$ cat src/rtl/merge2_stage_if.sv
// ============================================================================
// Module   : merge2_stage_if
// Brief    : Bundle of the two upstream FIFO read ports (A, B) and the merged
//            output stream of the two-way merge stage.
// Revision : 1.0 - initial release
// ============================================================================
`default_nettype none

interface merge2_stage_if #(
  parameter int DATA_WIDTH = 32
);
  // Upstream FIFO A read side
  logic [DATA_WIDTH-1:0] a_dcmp;
  logic                  a_empty;
  logic                  a_rd_en;
  // Upstream FIFO B read side
  logic [DATA_WIDTH-1:0] b_dcmp;
  logic                  b_empty;
  logic                  b_rd_en;
  // Downstream stream
  logic                  out_ready;
  logic [DATA_WIDTH-1:0] out_data;
  logic                  out_valid;
  logic                  out_last;
  logic                  busy;

  // Environment side: owns the FIFOs and the downstream sink
  modport master (
    output a_dcmp, a_empty, b_dcmp, b_empty, out_ready,
    input  a_rd_en, b_rd_en, out_data, out_valid, out_last, busy
  );

  // Merge stage side
  modport slave (
    input  a_dcmp, a_empty, b_dcmp, b_empty, out_ready,
    output a_rd_en, b_rd_en, out_data, out_valid, out_last, busy
  );
endinterface

`default_nettype wire

$ cat src/rtl/merge2_stage.sv
// ============================================================================
// Module   : merge2_stage
// Brief    : Two-way merge stage of the merge-sort pipeline. Merges run k of
//            FIFO A with run k of FIFO B (RUN_LEN words each) into one sorted
//            run of 2*RUN_LEN words. Heads are peeked, pops are combinational,
//            the merged word is registered one cycle after its pop.
// Config   : MERGE_DESCEND_EN - when defined, merge in descending order
//            (A wins when a_dcmp >= b_dcmp). Default is ascending (A wins
//            when a_dcmp <= b_dcmp). Ties always go to A.
// Revision : 1.0 - initial release
// ============================================================================
`default_nettype none

module merge2_stage #(
  parameter int DATA_WIDTH = 32,
  parameter int RUN_LEN    = 4
) (
  input  logic           clk,
  input  logic           reset,
  merge2_stage_if.slave  bus
);

  // Counter must hold the value RUN_LEN itself, hence the extra bit.
  localparam int CNT_W = $clog2(RUN_LEN) + 1;

  localparam logic [CNT_W-1:0] c_run_len = CNT_W'(RUN_LEN);
  localparam logic [CNT_W-1:0] c_one     = CNT_W'(1);

  localparam logic [1:0] c_st_merge   = 2'd0;
  localparam logic [1:0] c_st_drain_a = 2'd1;
  localparam logic [1:0] c_st_drain_b = 2'd2;

  logic [1:0]            r_state;
  logic [CNT_W-1:0]      r_cnt_a;
  logic [CNT_W-1:0]      r_cnt_b;
  logic [DATA_WIDTH-1:0] r_out_data;
  logic                  r_out_valid;
  logic                  r_out_last;

  logic                  w_a_first;
  logic                  w_pop_a;
  logic                  w_pop_b;
  logic [CNT_W-1:0]      w_cnt_a_inc;
  logic [CNT_W-1:0]      w_cnt_b_inc;
  logic                  w_a_done;
  logic                  w_b_done;
  logic                  w_run_end;
  logic [1:0]            w_state_nxt;

  // Only the comparator differs between the two sort directions; unsigned
  // full-width compare, ties resolved towards A to keep the merge stable.
`ifdef MERGE_DESCEND_EN
  assign w_a_first = (bus.a_dcmp >= bus.b_dcmp);
`else
  assign w_a_first = (bus.a_dcmp <= bus.b_dcmp);
`endif

  assign w_cnt_a_inc = r_cnt_a + c_one;
  assign w_cnt_b_inc = r_cnt_b + c_one;
  assign w_a_done    = (w_cnt_a_inc == c_run_len);
  assign w_b_done    = (w_cnt_b_inc == c_run_len);

  // The run closes when the draining side delivers its final word.
  assign w_run_end = ((r_state == c_st_drain_a) && w_pop_a && w_a_done) ||
                     ((r_state == c_st_drain_b) && w_pop_b && w_b_done);

  // Pop selection: in MERGE both heads must be present (never guess), in a
  // drain state only the side still holding words is considered.
  always_comb begin
    w_pop_a = 1'b0;
    w_pop_b = 1'b0;
    case (r_state)
      c_st_merge: begin
        if (bus.out_ready && !bus.a_empty && !bus.b_empty) begin
          w_pop_a = w_a_first;
          w_pop_b = !w_a_first;
        end
      end
      c_st_drain_a: w_pop_a = bus.out_ready && !bus.a_empty;
      c_st_drain_b: w_pop_b = bus.out_ready && !bus.b_empty;
      default: begin
        w_pop_a = 1'b0;
        w_pop_b = 1'b0;
      end
    endcase
  end

  // Next-state: exhausting one side in MERGE switches to draining the other;
  // an unused encoding falls back to MERGE.
  always_comb begin
    w_state_nxt = r_state;
    case (r_state)
      c_st_merge: begin
        if (w_pop_a && w_a_done) begin
          w_state_nxt = c_st_drain_b;
        end else if (w_pop_b && w_b_done) begin
          w_state_nxt = c_st_drain_a;
        end
      end
      c_st_drain_a: w_state_nxt = c_st_drain_a;
      c_st_drain_b: w_state_nxt = c_st_drain_b;
      default:      w_state_nxt = c_st_merge;
    endcase
  end

  // State, per-side counters and the registered output word.
  always_ff @(posedge clk) begin
    if (reset) begin
      r_state     <= c_st_merge;
      r_cnt_a     <= '0;
      r_cnt_b     <= '0;
      r_out_data  <= '0;
      r_out_valid <= 1'b0;
      r_out_last  <= 1'b0;
    end else begin
      r_out_valid <= w_pop_a || w_pop_b;
      r_out_last  <= w_run_end;
      if (w_pop_a) begin
        r_out_data <= bus.a_dcmp;
      end else if (w_pop_b) begin
        r_out_data <= bus.b_dcmp;
      end
      if (w_run_end) begin
        r_cnt_a <= '0;
        r_cnt_b <= '0;
        r_state <= c_st_merge;
      end else begin
        if (w_pop_a) begin
          r_cnt_a <= w_cnt_a_inc;
        end
        if (w_pop_b) begin
          r_cnt_b <= w_cnt_b_inc;
        end
        r_state <= w_state_nxt;
      end
    end
  end

  assign bus.a_rd_en   = w_pop_a;
  assign bus.b_rd_en   = w_pop_b;
  assign bus.out_data  = r_out_data;
  assign bus.out_valid = r_out_valid;
  assign bus.out_last  = r_out_last;
  assign bus.busy      = (r_cnt_a != '0) || (r_cnt_b != '0);

endmodule

`default_nettype wire
$ cat src/flat_wrapper.sv
// flat-port wrapper written by rule: the top's interface ports become plain ports
module merge2_stage_flat 
#(
  parameter int DATA_WIDTH = 32,
  parameter int RUN_LEN    = 4
)
  (clk, reset, bus_a_dcmp, bus_a_empty, bus_b_dcmp, bus_b_empty, bus_out_ready, bus_a_rd_en, bus_b_rd_en, bus_out_data, bus_out_valid, bus_out_last, bus_busy);
  merge2_stage_if #(.DATA_WIDTH(DATA_WIDTH)) bus_i ();
  input  logic clk;
  input  logic reset;
  input wire logic [$bits(bus_i.a_dcmp)-1:0] bus_a_dcmp;
  input wire logic [$bits(bus_i.a_empty)-1:0] bus_a_empty;
  input wire logic [$bits(bus_i.b_dcmp)-1:0] bus_b_dcmp;
  input wire logic [$bits(bus_i.b_empty)-1:0] bus_b_empty;
  input wire logic [$bits(bus_i.out_ready)-1:0] bus_out_ready;
  output wire logic [$bits(bus_i.a_rd_en)-1:0] bus_a_rd_en;
  output wire logic [$bits(bus_i.b_rd_en)-1:0] bus_b_rd_en;
  output wire logic [$bits(bus_i.out_data)-1:0] bus_out_data;
  output wire logic [$bits(bus_i.out_valid)-1:0] bus_out_valid;
  output wire logic [$bits(bus_i.out_last)-1:0] bus_out_last;
  output wire logic [$bits(bus_i.busy)-1:0] bus_busy;
  assign bus_i.a_dcmp = bus_a_dcmp;
  assign bus_i.a_empty = bus_a_empty;
  assign bus_i.b_dcmp = bus_b_dcmp;
  assign bus_i.b_empty = bus_b_empty;
  assign bus_i.out_ready = bus_out_ready;
  assign bus_a_rd_en = bus_i.a_rd_en;
  assign bus_b_rd_en = bus_i.b_rd_en;
  assign bus_out_data = bus_i.out_data;
  assign bus_out_valid = bus_i.out_valid;
  assign bus_out_last = bus_i.out_last;
  assign bus_busy = bus_i.busy;
  merge2_stage #(.DATA_WIDTH(DATA_WIDTH), .RUN_LEN(RUN_LEN)) u_core (.clk(clk), .reset(reset), .bus(bus_i));
endmodule
$ cat config.mk
export PLATFORM = sky130hd
export DESIGN_NAME = merge2_stage_flat
export DESIGN_NICKNAME = d
export VERILOG_FILES = /design/src/rtl/merge2_stage_if.sv /design/src/rtl/merge2_stage.sv /design/src/flat_wrapper.sv
export SDC_FILE = /design/constraint.sdc
export NUM_CORES = 1
export LEC_CHECK = 0
export CAP_MARGIN = 15
export CORE_MARGIN = 4
export CORE_UTILIZATION = 40
export DETAILED_ROUTE_END_ITERATION = 6
export PLACE_DENSITY_LB_ADDON = 0.08
export SYNTH_ARGS = -nofsm -noshare
export SYNTH_HDL_FRONTEND = slang
export SYNTH_SLANG_ARGS = --single-unit
$ cat constraint.sdc
create_clock -name clk -period 2.5 [get_ports clk]
set_input_delay 0.375 -clock clk [delete_from_list [all_inputs] [get_ports clk]]
set_output_delay 0.375 -clock clk [all_outputs]
set_load 0.05 [all_outputs]
; ---- Word-level counts from Yosys, hierarchy flattened
; Index checks and enable logic that the tools add are counted.
[op_classes]
muxes = 9
n_addsub = 2
eq_ne = 5
reduce_logical = 20
order_cmp = 1
[ops]
columns = op, count
row1 = $mux 32, 2
row2 = $le 32x32->1, 1
row3 = $logic_and 1x1->1, 9
row4 = $add 3x1->3 const B, 2
row5 = $eq 3x3->1 const B, 2
row6 = $pmux 2 s3, 1
row7 = $reduce_bool 3->1, 2
row8 = $mux 2, 2
row9 = $pmux 1 s2, 2
row10 = $logic_not 1->1, 3
row11 = $logic_or 1x1->1, 3
row12 = $ne 3x1->1 const B, 1
row13 = $eq 2x1->1 const B, 1
row14 = $eq 2x2->1 const B, 1
row15 = $logic_not 2->1, 1
row16 = $mux 1, 2
row17 = $reduce_bool 2->1, 1
row18 = $reduce_or 2->1, 1
[totals]
in_bits = 69
regBits = 42
out_inout_bits = 37

; ---- Depth between registers and ports, before layout
; Gate-level depths: netlist of the first run.
[depth]
depth_word = 9
mapped_depth = 11
depth_no_buf = 9

; ---- Worst setup path after synthesis of the first run
; Ideal clock, no wire load.
[synth_path]
path_type = input to register
startpoint = in bus_b_dcmp[15]
endpoint = reg u_core.r_out_data[0] (netlist: u_core.bus.out_data[0])
required_time_ns = 2.440
setup_slack_ns = -0.381
arrival_ns = 2.821
path_stages = 11
cell_sequence = inv_1 > ha_1 > nand4_4 > nor4_4 > nand2b_2 > a31oi_4 > o41ai_4 > and2b_1 > buf_6 > buf_8 > a221o_1
[synth_via]
word_cells_on_any_way = 8
classes_between = order compare (1) / mux (5) / reduce/logical (2)
[synth_lines]
columns = element, line
row1 = from (decl), flat_wrapper.sv:13  ; input wire logic [$bits(bus_i.b_dcmp)-1:0] bus_b_dcmp;
row2 = $le 32x32->1 *, merge2_stage.sv:55  ; assign w_a_first = (bus.a_dcmp <= bus.b_dcmp);
row3 = $mux 1 *, merge2_stage.sv:74  ; if (bus.out_ready && !bus.a_empty && !bus.b_empty) begin
row4 = $pmux 1 s2 *, merge2_stage.sv:72  ; case (r_state)
row5 = named net bus_a_rd_en, flat_wrapper.sv:16  ; output wire logic [$bits(bus_i.a_rd_en)-1:0] bus_a_rd_en;
row6 = $mux 32 or $reduce_bool 2->1 (tied branches), -
row7 = to (signal assigned), merge2_stage.sv:119  ; r_out_data <= bus.a_dcmp;
row8 = to (signal assigned), merge2_stage.sv:121  ; r_out_data <= bus.b_dcmp;
row9 = to (decl), merge2_stage.sv:36  ; logic [DATA_WIDTH-1:0] r_out_data;
; Mark *: on every way through the listed nets, which the timed path passes. The rest lies on a longest branch.
; A chain may end at the register's enable or synchronous reset.

; ---- Final worst setup path of the first run
[layout_path]
startpoint = in bus_a_dcmp[9]
endpoint = out bus_a_rd_en
[layout_via]
elab_chain_cells = 3
[layout_lines]
columns = element, line
row1 = from (decl), flat_wrapper.sv:11  ; input wire logic [$bits(bus_i.a_dcmp)-1:0] bus_a_dcmp;
row2 = $le 32x32->1, merge2_stage.sv:55
row3 = $mux 1, merge2_stage.sv:74
row4 = $pmux 1 s2, merge2_stage.sv:72
row5 = to (decl), flat_wrapper.sv:16
; No other way between the ends.

==> summary.md, run 1 <==
| Metric | Value |
|---|---|
| CTS Buf Count | 5 |
| Status | finished with violations |
| Die width | around 91 um |
| Port Buffers | 105 |
| Die height | approximately 90 um |
| Post-synth ARST share | 0 |
| Cell Rows | 30 |
| First-pass GRT wire length | 13300 um |
| CTS sink count | 42 |
| Share of layout cells above drive strength 1 | 0.424 |
| Final-report hold violation count | 0 |
| Die area | approximately 8400 sq um |
| Wire per inst | 16.0 um |
| Switching Share | 0.324 |
| Post-route setup slack | -7.24 ps |
| Mapped Area | 2780 sq um |
| H-tree levels | 2 |
| Placeable Area | 6790 sq um |
| CTS tree | done |
| Routed Antenna Nets | 0 |
| Max Freq | 0.399 GHz |
| Latest clock arrival within the worst-skew pair | 290 ps |
| CP max FO | 3 |
| Initial Util | 0.410 |
| Commonest cells post-synth | dfxtp_1, ha_1, inv_1 |
| GPL Wtd Cong | roughly 0.83 |
| Seq cells post-synth | 42 |
| Max_cap viols | 0 |
| P_leak | 1.91 nW |
| Post-synth top area share | 0.302 |
| Skew final | 3.67 ps |
| NetSw | 0.616 mW |
| Gate power share | 0.342 |
| Vias per cell | 5.21 |
| Hold slack final | 296 ps |
| Fillers | 552 |
| Pre-antenna DRT Iters | 4 |
| Yosys cell types | 44 |
| Worst IR drop on VDD | 0.437 mV |
| Post-synthesis sequential area ratio | 0.302 |
| Initial antenna violation count | 0 |
| CTS root buf | clkbuf_8 |
| Post-Synthesis Cells | 304 |
| Crit end category | output pin |
| Period utilization | 1.00 |
| Post-route DRC violation count | 0 |
| Synth area leaders | dfxtp_1, ha_1, a221o_1 |
| Area growth, synth to finish | 65.0% |
| CP required | 2120 ps |
| Total wire length | 8490 um |
| Hold/Removal Path Class | in -> reg |
| Cts hold-fix bufs | 0 |
| Post-DP HPWL | about 6000 um |
| P per Cell Area | 414 nW/um^2 |
| Largest net degree at the start of global routing | 31 |
| Reg clk slew, reported paths | ~80 ps |
| Syn_nets | between 400 and 500 |
| DP Worst Slack | -635 ps |
| Violated checks | negative setup slack |
| WP data arrival | ~2100 ps |
| DR vias | 2760 |
| Nets | 540 |
| Sequential Power Share | 0.382 |
| Slew margin rel. | 0.643 |
| Clock Path Buffers | 2 |
| Pins Over Slew Limit | 0 |
| Tmin final | 2510 ps |
| Largest area contributor in the netlist | dfxtp_1 |
| Top-count cell post-synth | dfxtp_1 |
| Syn avg cell area | about 9 sq um |
| Vias in the first global route | roughly 2.8k |
| Internal cell power | 1.29 mW |
| Starting DRC count in detailed routing | 83 |
| Antenna Cells | 0 |
| Final Setup Violations | 1 |
| Ports | about 110 |
| CP Launch Type | input pin |
| Post-layout util | 0.676 |
| Ys flop type | dfxtp_1 |
| WS Path Type | in -> out |
| Global route overflow | 0 |
| Worst-Margin Slew | 533 ps |
| RSZ-0062 raised after global routing | yes |
| EDFF count, synth | 0 |
| All-Layer GR Usage | 0.195 |
| Clock share of power | 0.276 |
| Setup TNS | -7.24 ps |
| Synth Warn # | 0 |
## registers in the layout, indices dropped and copies added, names as in the netlist
register / count
u_core.bus.out_valid: 1
u_core.bus.out_data: 32
u_core.r_state: 2
u_core.r_cnt_a: 3
u_core.bus.out_last: 1
u_core.r_cnt_b: 3
## worst max-delay path, stage by stage
cell      delay (ps)
buf_4            120
ha_4             250
nand4_1          160
buf_4            190
nor4_4           160
nand2b_4         190
a31oi_4           40
o41ai_4          340
buf_6            160
buf_12           120
## per-stage QoR
step,power [mW],instance area (sq um),std cells
after floorplan,1.06,2830,304
after global placement,1.31,4080,509
after detailed placement,1.32,4080,509
after CTS,1.89,4400,527
after global routing,2.00,4590,530
final,1.90,4590,530
## power groups by stage
stage	Clock (mW)	Combinational (mW)	Sequential, mW
after detailed placement	0	0.579	0.743
final	0.526	0.650	0.727
after global placement	0	0.573	0.742
after CTS	0.541	0.626	0.727
after global routing	0.571	0.700	0.733
after floorplan	0	0.231	0.827
## area by class of cell
cell class	instances	area [sq um]	area share
well taps	96	120	0.0262
inverters	38	158	0.0343
flip-flops and latches	42	841	0.183
clock buffers	8	110	0.0240
repair buffers	135	1210	0.264
multi-input cells	211	2150	0.468
## layer usage
metal	vias to the layer above	share of wire	routed length (um)	GRT usage
met4	0	0.016	137	0.0490
met2	78	0.51	4350	0.351
met3	11	0.051	430	0.0365
met5	-	0	0	0
li1	1364	-	-	-
met1	1307	0.42	3570	0.236
## final timing paths
kind / startpoint / end / slack, ps / cells after the start
max: bus_a_dcmp[9] / bus_a_rd_en / -7 / 10
min: bus_b_dcmp[18] / u_core.bus.out_data[18] / 300 / 2
max reg2reg: u_core.r_cnt_a[0] / u_core.r_cnt_b[2] / 620 / 8
min reg2reg: u_core.r_cnt_a[1] / u_core.r_cnt_a[1] / 530 / 2
## placed cells by master, fill, tap and decap left out, types with 2 or more instances in the layout
cell type        instances
buf_6                   19
o211ai_1                 3
nand3_1                  4
and2_1                  32
nor4_1                   2
nand4_1                  7
ha_1                     6
dfxtp_1                 42
nand2_1                 17
buf_8                    4
nor2b_1                  2
xor2_1                   2
buf_2                   41
ha_4                    32
inv_2                   28
inv_4                    3
nand2b_1                 2
clkbuf_8                 8
nor2_1                  10
o21a_1                   2
clkdlybuf4s50_1         39
mux2i_1                  2
inv_1                    6
a21oi_1                 18
o21ai_0                  7
clkbuf_16                3
nand4_4                  2
a221o_1                 32
nor4_4                   2
nor3_1                   2
buf_4                   25
buf_12                   4
## kinds of logic (layout without fill, tap and decap cells)
| kind of cell | Yosys count | in the layout | synth area share |
|---|---|---|---|
| multiplexers | 2 | 2 | 0.00719 |
| XOR/XNOR | 3 | 3 | 0.00944 |
| AO/OA/AOI/OAI | 79 | 79 | 0.233 |
| AND/OR/NAND/NOR | 89 | 89 | 0.193 |
| flip-flops | 42 | 42 | 0.302 |
| buffers and inverters | 51 | 181 | 0.0836 |
| adder cells (fa/ha/maj) | 38 | 38 | 0.171 |
## timing repair
action / CTS / global route
hold endpoints to repair: 0 / 0
gates cloned: 0 / 3
buffers inserted: 10 / 0
pin swaps: 45 / 36
resized for setup: 330 / 33
setup endpoints to repair: 40 / 34
No activity file was read; power rests on OpenSTA's default activity.
==> run 2, diff against run 1 <==
--- a/config.mk
+++ b/config.mk
@@ -5,9 +5,11 @@
 export SDC_FILE = /design/constraint.sdc
 export NUM_CORES = 1
 export LEC_CHECK = 0
+export ABC_CLOCK_PERIOD_IN_PS = 2500
 export CAP_MARGIN = 15
 export CORE_MARGIN = 4
 export CORE_UTILIZATION = 40
+export CTS_CLUSTER_DIAMETER = 120
 export DETAILED_ROUTE_END_ITERATION = 6
 export PLACE_DENSITY_LB_ADDON = 0.08
 export SYNTH_ARGS = -nofsm -noshare
==> results of run 2 <==
Final layout, timing and power as in run 1 (identical DEF).
==> run 3, diff against run 2 <==
--- a/config.mk
+++ b/config.mk
@@ -9,6 +9,7 @@
 export CAP_MARGIN = 15
 export CORE_MARGIN = 4
 export CORE_UTILIZATION = 40
+export CTS_BUF_LIST = sky130_fd_sc_hd__clkbuf_8 sky130_fd_sc_hd__clkbuf_16
 export CTS_CLUSTER_DIAMETER = 120
 export DETAILED_ROUTE_END_ITERATION = 6
 export PLACE_DENSITY_LB_ADDON = 0.08
==> results of run 3 <==
Final layout, timing and power as in run 1 (identical DEF).
